==> config.mk <==
export PLATFORM = sky130hd
export DESIGN_NAME = irq_arbiter_flat
export DESIGN_NICKNAME = d
export VERILOG_FILES = /design/src/rtl/irq_arbiter_if.sv /design/src/rtl/irq_arbiter.sv /design/src/flat_wrapper.sv
export SDC_FILE = /design/constraint.sdc
export NUM_CORES = 1
export LEC_CHECK = 0
export ABC_AREA = 0
export BUFFER_PORTS_ARGS = -buffer_cell sky130_fd_sc_hd__buf_2
export CORE_MARGIN = 3
export CORE_UTILIZATION = 34
export CTS_CLUSTER_DIAMETER = 100
export CTS_CLUSTER_SIZE = 30
export DETAILED_ROUTE_END_ITERATION = 10
export GPL_ROUTABILITY_DRIVEN = 0
export SYNTH_ARGS = -nofsm -noshare
export SYNTH_HDL_FRONTEND = slang
export SYNTH_SLANG_ARGS = --single-unit
==> constraint.sdc <==
create_clock -name clk -period 3.59 [get_ports clk]
set_input_delay 0.1795 -clock clk [delete_from_list [all_inputs] [get_ports clk]]
set_output_delay 0.1795 -clock clk [all_outputs]
set_load 0.005 [all_outputs]
==> src/rtl/irq_arbiter_if.sv <==
// Request/acknowledge bus between the interrupt arbiter (master) and the core's IRQ unit (slave).
interface irq_arbiter_if #(
  parameter int NIRQ = 32,
  parameter int IDW  = 5
);
  logic            irq_req;
  logic [NIRQ-1:0] irq_vec;
  logic [IDW-1:0]  irq_id;
  logic            irq_ack;
  logic            irq_done;
  logic            core_ready;

  modport master (output irq_req, irq_vec, irq_id, input irq_ack, irq_done, core_ready);
  modport slave  (input irq_req, irq_vec, irq_id, output irq_ack, irq_done, core_ready);
endinterface

==> src/rtl/irq_arbiter.sv <==
// Interrupt front end: synchronises and edge-detects raw lines, keeps them pending under a
// mask and offers the highest-priority one to the core over a req/ack bus, one at a time.
module irq_arbiter #(
  parameter int NIRQ    = 32,
  parameter int IDW     = 5,
  parameter int TIMEOUT = 255
) (
  input  logic            clk,
  input  logic            rst,
  input  logic [NIRQ-1:0] i_irq_in,
  input  logic            i_mask_we,
  input  logic [NIRQ-1:0] i_mask_wdata,
  input  logic            i_clr_valid,
  input  logic [NIRQ-1:0] i_clr_vec,
  irq_arbiter_if.master   bus,
  output logic [NIRQ-1:0] o_mask,
  output logic [NIRQ-1:0] o_pending,
  output logic            o_active,
  output logic            o_timeout_flag
);

  localparam int WW = (TIMEOUT > 255) ? $clog2(TIMEOUT + 1) : 8;
  localparam logic [WW-1:0]   WAIT_ONE  = {{(WW-1){1'b0}}, 1'b1};
  localparam logic [WW-1:0]   WAIT_MAX  = {WW{1'b1}};
  localparam logic [WW-1:0]   WAIT_LAST = (TIMEOUT > 0) ? WW'(TIMEOUT - 1) : {WW{1'b0}};
  localparam logic [NIRQ-1:0] VEC_ONE   = {{(NIRQ-1){1'b0}}, 1'b1};
  localparam logic [NIRQ-1:0] VEC_ZERO  = {NIRQ{1'b0}};

  typedef enum logic [1:0] {
    S_IDLE    = 2'd0,
    S_REQ     = 2'd1,
    S_SERVICE = 2'd2
  } state_t;

  state_t          r_state;
  logic [NIRQ-1:0] r_sync1, r_sync2, r_hist;
  logic [1:0]      r_prime;
  logic [NIRQ-1:0] r_pending, r_mask;
  logic            r_req, r_active, r_tflag;
  logic [NIRQ-1:0] r_vec;
  logic [IDW-1:0]  r_id;
  logic [WW-1:0]   r_wait;

  logic [NIRQ-1:0] w_set, w_clear, w_cand, w_win_vec;
  logic [IDW-1:0]  w_win_id;
  logic            w_any, w_ack_req, w_withdraw;

  // Edges count only once the pipeline is primed: a line already high at reset release is a level.
  assign w_set      = (r_prime == 2'd3) ? (r_sync2 & ~r_hist) : VEC_ZERO;
  assign w_ack_req  = (r_state == S_REQ) && bus.irq_ack;
  assign w_clear    = (i_clr_valid ? i_clr_vec : VEC_ZERO) | (w_ack_req ? r_vec : VEC_ZERO);
  assign w_cand     = r_pending & r_mask;
  assign w_any      = |w_cand;
  assign w_win_vec  = w_cand & (~w_cand + VEC_ONE);
  assign w_withdraw = i_mask_we && ((i_mask_wdata & r_vec) == VEC_ZERO);

  // Binary encode of the one-hot winner.
  always_comb begin
    w_win_id = {IDW{1'b0}};
    for (int i = 0; i < NIRQ; i++) begin
      w_win_id = w_win_id | ({IDW{w_win_vec[i]}} & IDW'(i));
    end
  end

  // Synchronisers, edge history, pending and mask registers.
  always_ff @(posedge clk or negedge rst) begin
    if (!rst) begin
      r_sync1   <= VEC_ZERO;
      r_sync2   <= VEC_ZERO;
      r_hist    <= VEC_ZERO;
      r_prime   <= 2'd0;
      r_pending <= VEC_ZERO;
      r_mask    <= VEC_ZERO;
    end else begin
      r_sync1   <= i_irq_in;
      r_sync2   <= r_sync1;
      r_hist    <= r_sync2;
      if (r_prime != 2'd3) r_prime <= r_prime + 2'd1;
      r_pending <= (r_pending & ~w_clear) | w_set;
      if (i_mask_we) r_mask <= i_mask_wdata;
    end
  end

  // Request/service state machine with registered bus outputs.
  always_ff @(posedge clk or negedge rst) begin
    if (!rst) begin
      r_state  <= S_IDLE;
      r_req    <= 1'b0;
      r_vec    <= VEC_ZERO;
      r_id     <= {IDW{1'b0}};
      r_active <= 1'b0;
      r_tflag  <= 1'b0;
      r_wait   <= {WW{1'b0}};
    end else begin
      // A timeout raised in this same cycle overrides the mask-write clear below.
      if (i_mask_we) r_tflag <= 1'b0;
      case (r_state)
        S_IDLE: begin
          if (w_any && bus.core_ready) begin
            r_vec   <= w_win_vec;
            r_id    <= w_win_id;
            r_req   <= 1'b1;
            r_wait  <= {WW{1'b0}};
            r_state <= S_REQ;
          end
        end
        S_REQ: begin
          if (bus.irq_ack) begin
            r_req    <= 1'b0;
            r_active <= 1'b1;
            r_state  <= S_SERVICE;
          end else if (w_withdraw) begin
            r_req   <= 1'b0;
            r_state <= S_IDLE;
          end else if ((TIMEOUT != 0) && (r_wait == WAIT_LAST)) begin
            r_req   <= 1'b0;
            r_tflag <= 1'b1;
            r_state <= S_IDLE;
          end else if (r_wait != WAIT_MAX) begin
            r_wait <= r_wait + WAIT_ONE;
          end
        end
        S_SERVICE: begin
          if (bus.irq_done) begin
            r_active <= 1'b0;
            r_vec    <= VEC_ZERO;
            r_id     <= {IDW{1'b0}};
            r_state  <= S_IDLE;
          end
        end
        default: begin
          r_state  <= S_IDLE;
          r_req    <= 1'b0;
          r_active <= 1'b0;
        end
      endcase
    end
  end

  assign bus.irq_req    = r_req;
  assign bus.irq_vec    = r_vec;
  assign bus.irq_id     = r_id;
  assign o_mask         = r_mask;
  assign o_pending      = r_pending;
  assign o_active       = r_active;
  assign o_timeout_flag = r_tflag;

endmodule

==> src/flat_wrapper.sv <==
// flat-port wrapper written by rule: the top's interface ports become plain ports
module irq_arbiter_flat 
#(
  parameter int NIRQ    = 32,
  parameter int IDW     = 5,
  parameter int TIMEOUT = 255
)
  (clk, rst, i_irq_in, i_mask_we, i_mask_wdata, i_clr_valid, i_clr_vec, o_mask, o_pending, o_active, o_timeout_flag, bus_irq_req, bus_irq_vec, bus_irq_id, bus_irq_ack, bus_irq_done, bus_core_ready);
  irq_arbiter_if #(.NIRQ(NIRQ), .IDW(IDW)) bus_i ();
  input  logic clk;
  input  logic rst;
  input  logic [NIRQ-1:0] i_irq_in;
  input  logic i_mask_we;
  input  logic [NIRQ-1:0] i_mask_wdata;
  input  logic i_clr_valid;
  input  logic [NIRQ-1:0] i_clr_vec;
  output logic [NIRQ-1:0] o_mask;
  output logic [NIRQ-1:0] o_pending;
  output logic o_active;
  output logic o_timeout_flag;
  output wire logic [$bits(bus_i.irq_req)-1:0] bus_irq_req;
  output wire logic [$bits(bus_i.irq_vec)-1:0] bus_irq_vec;
  output wire logic [$bits(bus_i.irq_id)-1:0] bus_irq_id;
  input wire logic [$bits(bus_i.irq_ack)-1:0] bus_irq_ack;
  input wire logic [$bits(bus_i.irq_done)-1:0] bus_irq_done;
  input wire logic [$bits(bus_i.core_ready)-1:0] bus_core_ready;
  assign bus_irq_req = bus_i.irq_req;
  assign bus_irq_vec = bus_i.irq_vec;
  assign bus_irq_id = bus_i.irq_id;
  assign bus_i.irq_ack = bus_irq_ack;
  assign bus_i.irq_done = bus_irq_done;
  assign bus_i.core_ready = bus_core_ready;
  irq_arbiter #(.NIRQ(NIRQ), .IDW(IDW), .TIMEOUT(TIMEOUT)) u_core (.clk(clk), .rst(rst), .i_irq_in(i_irq_in), .i_mask_we(i_mask_we), .i_mask_wdata(i_mask_wdata), .i_clr_valid(i_clr_valid), .i_clr_vec(i_clr_vec), .bus(bus_i), .o_mask(o_mask), .o_pending(o_pending), .o_active(o_active), .o_timeout_flag(o_timeout_flag));
endmodule
# --- Yosys cells after proc, flatten, opt, wreduce, memory -nomap -nowiden ---
# Cells that the tools add are included.
totals:
  reg_bits: 212
  latch_bits: 0
  ramBits: 0
  rom_bits: 0
  in_bits: 103
  output_inout_bits: 104
  word_cells: 119
  mem_count: 0
op_classes:
  add_sub_neg: 3
  n_mul: 0
  div: 0
  order_cmp: 0
  n_eq_ne: 14
  n_shift: 0
  n_mux: 34
  bitwise: 42
  n_reduce_logical: 13
op_table:
  columns: ["op", "count"]
  rows:
  - ["$and A32 B32 Y32", 5]
  - ["$mux W32", 5]
  - ["$not A32 Y32", 3]
  - ["$or A5 B5 Y5", 16]
  - ["$or A32 B32 Y32", 2]
  - ["$pmux W32 S2", 1]
  - ["$mux W8", 5]
  - ["$or A5 B4 Y5", 8]
  - ["$add A32 B1 Y32 const B", 1]
  - ["$logic_not A32 Y1", 1]
  - ["$reduce_or A32 Y1", 1]
  - ["$or A5 B3 Y5", 4]
  - ["$pmux W8 S2", 1]
  - ["$ne A2 B2 Y1 const B", 7]
  - ["$reduce_and A3 Y1", 4]
  - ["$mux W1", 11]
  - ["$mux W2", 5]
  - ["$mux W5", 2]
  - ["$pmux W5 S2", 1]
  - ["$add A8 B1 Y8 const B", 1]
  - ["$eq A8 B8 Y1 const B", 1]
  - ["$ne A8 B8 Y1 const B", 1]
  - ["$pmux W1 S3", 2]
  - ["$pmux W2 S3", 1]
  - ["12 further kinds", 17]

# --- Longest topological paths before layout ---
depth:
  depth_word: 36
  ltp_mapped: 8
  mapped_depth_nobuf: 7

# --- Worst setup path after synthesis ---
# Ideal clock, no wire load.
synth_timing:
  path_kind: "reg2reg"
  start: "reg u_core.r_pending[6], in the netlist u_core.o_pending[6]"
  end: "reg u_core.r_wait[1]"
  setup_time_ps: 128
  arrival_ps: 2335
  required_time_ps: 3462
  slack_ps: 1127
  path_stages_with_launch: 8
  n_path_buf: 1
  period_less_slack_ps: 2463
  path_cell_list: "dfrtp_1 > a222oi_1 > and4_4 > nand4b_4 > o41a_1 > buf_4 > nor2_2 > mux2_1"
synth_via:
  elab_chain_len: 5
synth_rtl:
  columns: ["element", "line", "source"]
  rows:
  - ["start: declaration", "irq_arbiter.sv:38", "logic [NIRQ-1:0] r_pending, r_mask;"]
  - ["start signal: assignment", "irq_arbiter.sv:79", "r_pending <= (r_pending & ~w_clear) | w_set;"]
  - ["$and A32 B32 Y32", "irq_arbiter.sv:52", "assign w_cand = r_pending & r_mask;"]
  - ["$reduce_or A32 Y1", "irq_arbiter.sv:53", "assign w_any = |w_cand;"]
  - ["$logic_and A1 B1 Y1", "irq_arbiter.sv:99", "if (w_any && bus.core_ready) begin"]
  - ["$ne A2 B1 Y1 (no line)", null, null]
  - ["$reduce_and A6 Y1 (no line)", null, null]
  - ["end signal: assignment", "irq_arbiter.sv:93", "r_wait <= {WW{1'b0}};"]
  - ["end signal: assignment", "irq_arbiter.sv:103", "r_wait <= {WW{1'b0}};"]
  - ["end signal: assignment", "irq_arbiter.sv:120", "r_wait <= r_wait + WAIT_ONE;"]
  - ["end: declaration", "irq_arbiter.sv:42", "logic [WW-1:0] r_wait;"]
# Every way passes these cells.
# A chain may end at the register's enable or synchronous reset.

# --- Worst setup path in the final report ---
layout_timing:
  start: "reg u_core.r_pending[2], in the netlist u_core.o_pending[2]"
  end: "reg u_core.r_wait[1]"
# The elaborated chain is that of the path after synthesis.

==> results.txt <==
Status = finished, final reports clean
IO Count = 207
Fmax = 0.3272 GHz
R2R Path End = u_core.r_wait[1]
Worst path slowest cell = a222oi_1
Critical Path Start = u_core.o_pending[2]
Initial antenna violation count = 0
Met2 WL = 12750 um
Max-cap violations = 0
Via count = 7064
Critical Path Max Stage Delay = 720 ps
Hold Path End = u_core.o_pending[0]
Critical setup path kind = register to register
Final setup fails = 0
Max-slew violation count = 0
Die Y-Extent = 163.2 um
Initial DRC count = 522
Uppermost layer routed = met4
RSZ-0062 raised after global routing = false
Post-synth net total = 850
Final ANT Viol Nets = 0
Total CTS buffers = 11
Reg-to-Reg Start = u_core.o_pending[2]
Worst reg2reg path depth = 6
Fin crit share = 0.8512
Post-synth cell types = 53
Layout cells sized above 1 = 0.2664
Peak VDD IR = 0.0002531 V
Post-DP HPWL = 20100 um
Clk_lat worst skew = 480 ps
Post-CTS Setup Bufs = 0
Most frequent cell after synthesis = dfrtp_1
Cell Area, Synth = 0.008401 mm2
Worst setup SP type = register
IO Port Bufs = 206
CTS tree = yes
Crit path arrival time = 3430 ps
CTS Buffer Depth = 3
Pleak = 5.086 nW
TNS Setup = 0 ps
CP max FO = 17
Delay-heaviest family, CP = compound AO/OA/AOI/OAI gates
CTS root buf = clkbuf_16
Top_reg_cell synth = dfrtp_1
Starting density of the core = 0.3516
WL/cell = 20.05 um
Die width = 163.2 um
Yosys reg bits = 212
First-pass GRT wire length = 41470 um
Fill cells = 2271
Dominant cells by area after synthesis = dfrtp_1 (63%), nand2_1 (7.0%), nand3_1 (5.1%)
Hold WC Path Type = input pin to register
DRC viols = 0
Met1 Wirelength = 11570 um
Cells after synthesis = 744
Hold Path Depth = 4
Sequential share of the synthesized area = 0.6315
Clk sinks = 212
Drt first pass iters = 5
# H-tree levels = 1
DRT Wirelength = 27170 um
Synth Area per Inst = 11.29 um2
Vias/cell = 5.213
Final Hold Fails = 0
Async S/R FF share, synth = 1.000
Critical path cell sequence = a222oi_1 -> and4_4 -> nand4b_4 -> o41a_1 -> nor2_2 -> mux2_1
Total core area = 0.02389 mm2
Largest net degree at the start of global routing = 114
Post-synth top cells = dfrtp_1 (212), nand2_1 (157), nand3_1 (86)
Max transition margin = 0.2297
Ant diodes = 0
Area leader, netlist = dfrtp_1
Ys Warns = 0
Post-synth EDFFs = 0
Skew final = 25.08 ps
Grt ovf = 0
Routed wl met3 = 2319 um
Yosys top cell area share = 0.6315
Min-delay src = i_clr_vec[0]
Worst path bufs/invs = 0
Row cnt = 56
Pwr dens = 491.5 mW/mm2
Nets = 1140
Reg2Reg Setup Slack = 530 ps
Clk slew on worst S/H paths = 120 ps
Worst-Margin Slew = 1152 ps
Element type at the critical path end = register
Number of global-route vias before repair = 7104
WP data required = 3960 ps
# resized after CTS = 0
Final Critical Period = 3056 ps
Global Route Usage Sum = 0.2006
Layout Utilization = 0.4606
Die footprint = 0.02663 mm2
Area growth, synth to finish = 31.01%
-- power breakdown --
group	switching, mW	internal, mW	leakage, nW
clock network	0.780	0.581	0.151
logic	0.685	0.501	2.39
registers	0.247	2.62	2.55
-- placed cells by master (no fill, tap or decap), types with 10 or more instances in the layout --
master         count
a21oi_1           18
a22oi_1           19
buf_2            205
buf_4             13
clkbuf_16         11
dfrtp_1          212
dlygate4sd3_1     83
inv_1             10
mux2_2            34
nand2_1          157
nand3_1           86
nand3b_1          32
nand4_1           17
nor2_1            14
o21ai_0           17
o31ai_1           14
-- cell families after synthesis --
group	Yosys count	synth area share
xor+xnor	1	0.001043
fa+ha+maj	3	0.004469
buf+inv	37	0.01981
mux	36	0.04811
simple gates	342	0.1981
compound gates	113	0.09696
flops	212	0.6315
-- sequential cells by signal, summed over array words and instances (netlist names), 2 cells and up --
name                count
u_core.bus.irq_vec     32
u_core.o_mask          32
u_core.o_pending       32
u_core.r_hist          32
u_core.r_sync1         32
u_core.r_sync2         32
u_core.r_wait           8
u_core.bus.irq_id       5
u_core.r_prime          2
u_core.r_state          2
-- how the worst max path moves through the flow --
stage	end	cells after the start
after floorplan	u_core.r_wait[1]	7
after global placement	u_core.r_wait[1]	6
after detailed placement	u_core.r_wait[1]	6
after CTS	u_core.r_wait[1]	6
after global routing	u_core.r_wait[1]	6
final	u_core.r_wait[1]	6
-- cell type report --
class	instances	area, um2	share of cell area
flip-flops and latches	212	5305	0.4820
inverters	10	37.54	0.003411
well taps	319	399.1	0.03627
repair buffers	304	2009	0.1826
clock buffers	11	275.3	0.02501
clock inverters	4	36.28	0.003297
multi-input cells	495	2943	0.2674
-- through the flow --
step	hold WS (ps)	cell area [um2]	instances	setup WS, ps	power, mW
final	15.24	11010	1355	534.2	5.410
after global routing	5.340	11010	1355	468.9	5.703
after CTS	0.2922	11010	1355	596.3	5.477
after detailed placement	288.8	9863	1257	600.1	4.025
after global placement	286.7	9863	1257	723.7	4.001
after floorplan	-116.1	8401	744	1127	3.431
-- worst reg2reg max path, cell delays in order, from the launching register on --
cell and delay, ps:
dfrtp_1 440, a222oi_1 720, and4_4 410, nand4b_4 270, o41a_1 600, nor2_2 180, mux2_1 340
-- what timing repair did --
item / 4_1_cts / 5_1_grt
hold buffers: 83 / 0
setup endpoints to repair: 0 / 0
endpoints found under the hold margin: 193 / 0
-- layer usage --
layer | GRT usage | up-vias
met3 | 0.04540 | 37
met4 | 0.04460 | 0
met1 | 0.2753 | 3471
li1 | - | 3260
met2 | 0.3270 | 296
met5 | 0 | -
No activity file was read; power rests on OpenSTA's default activity.
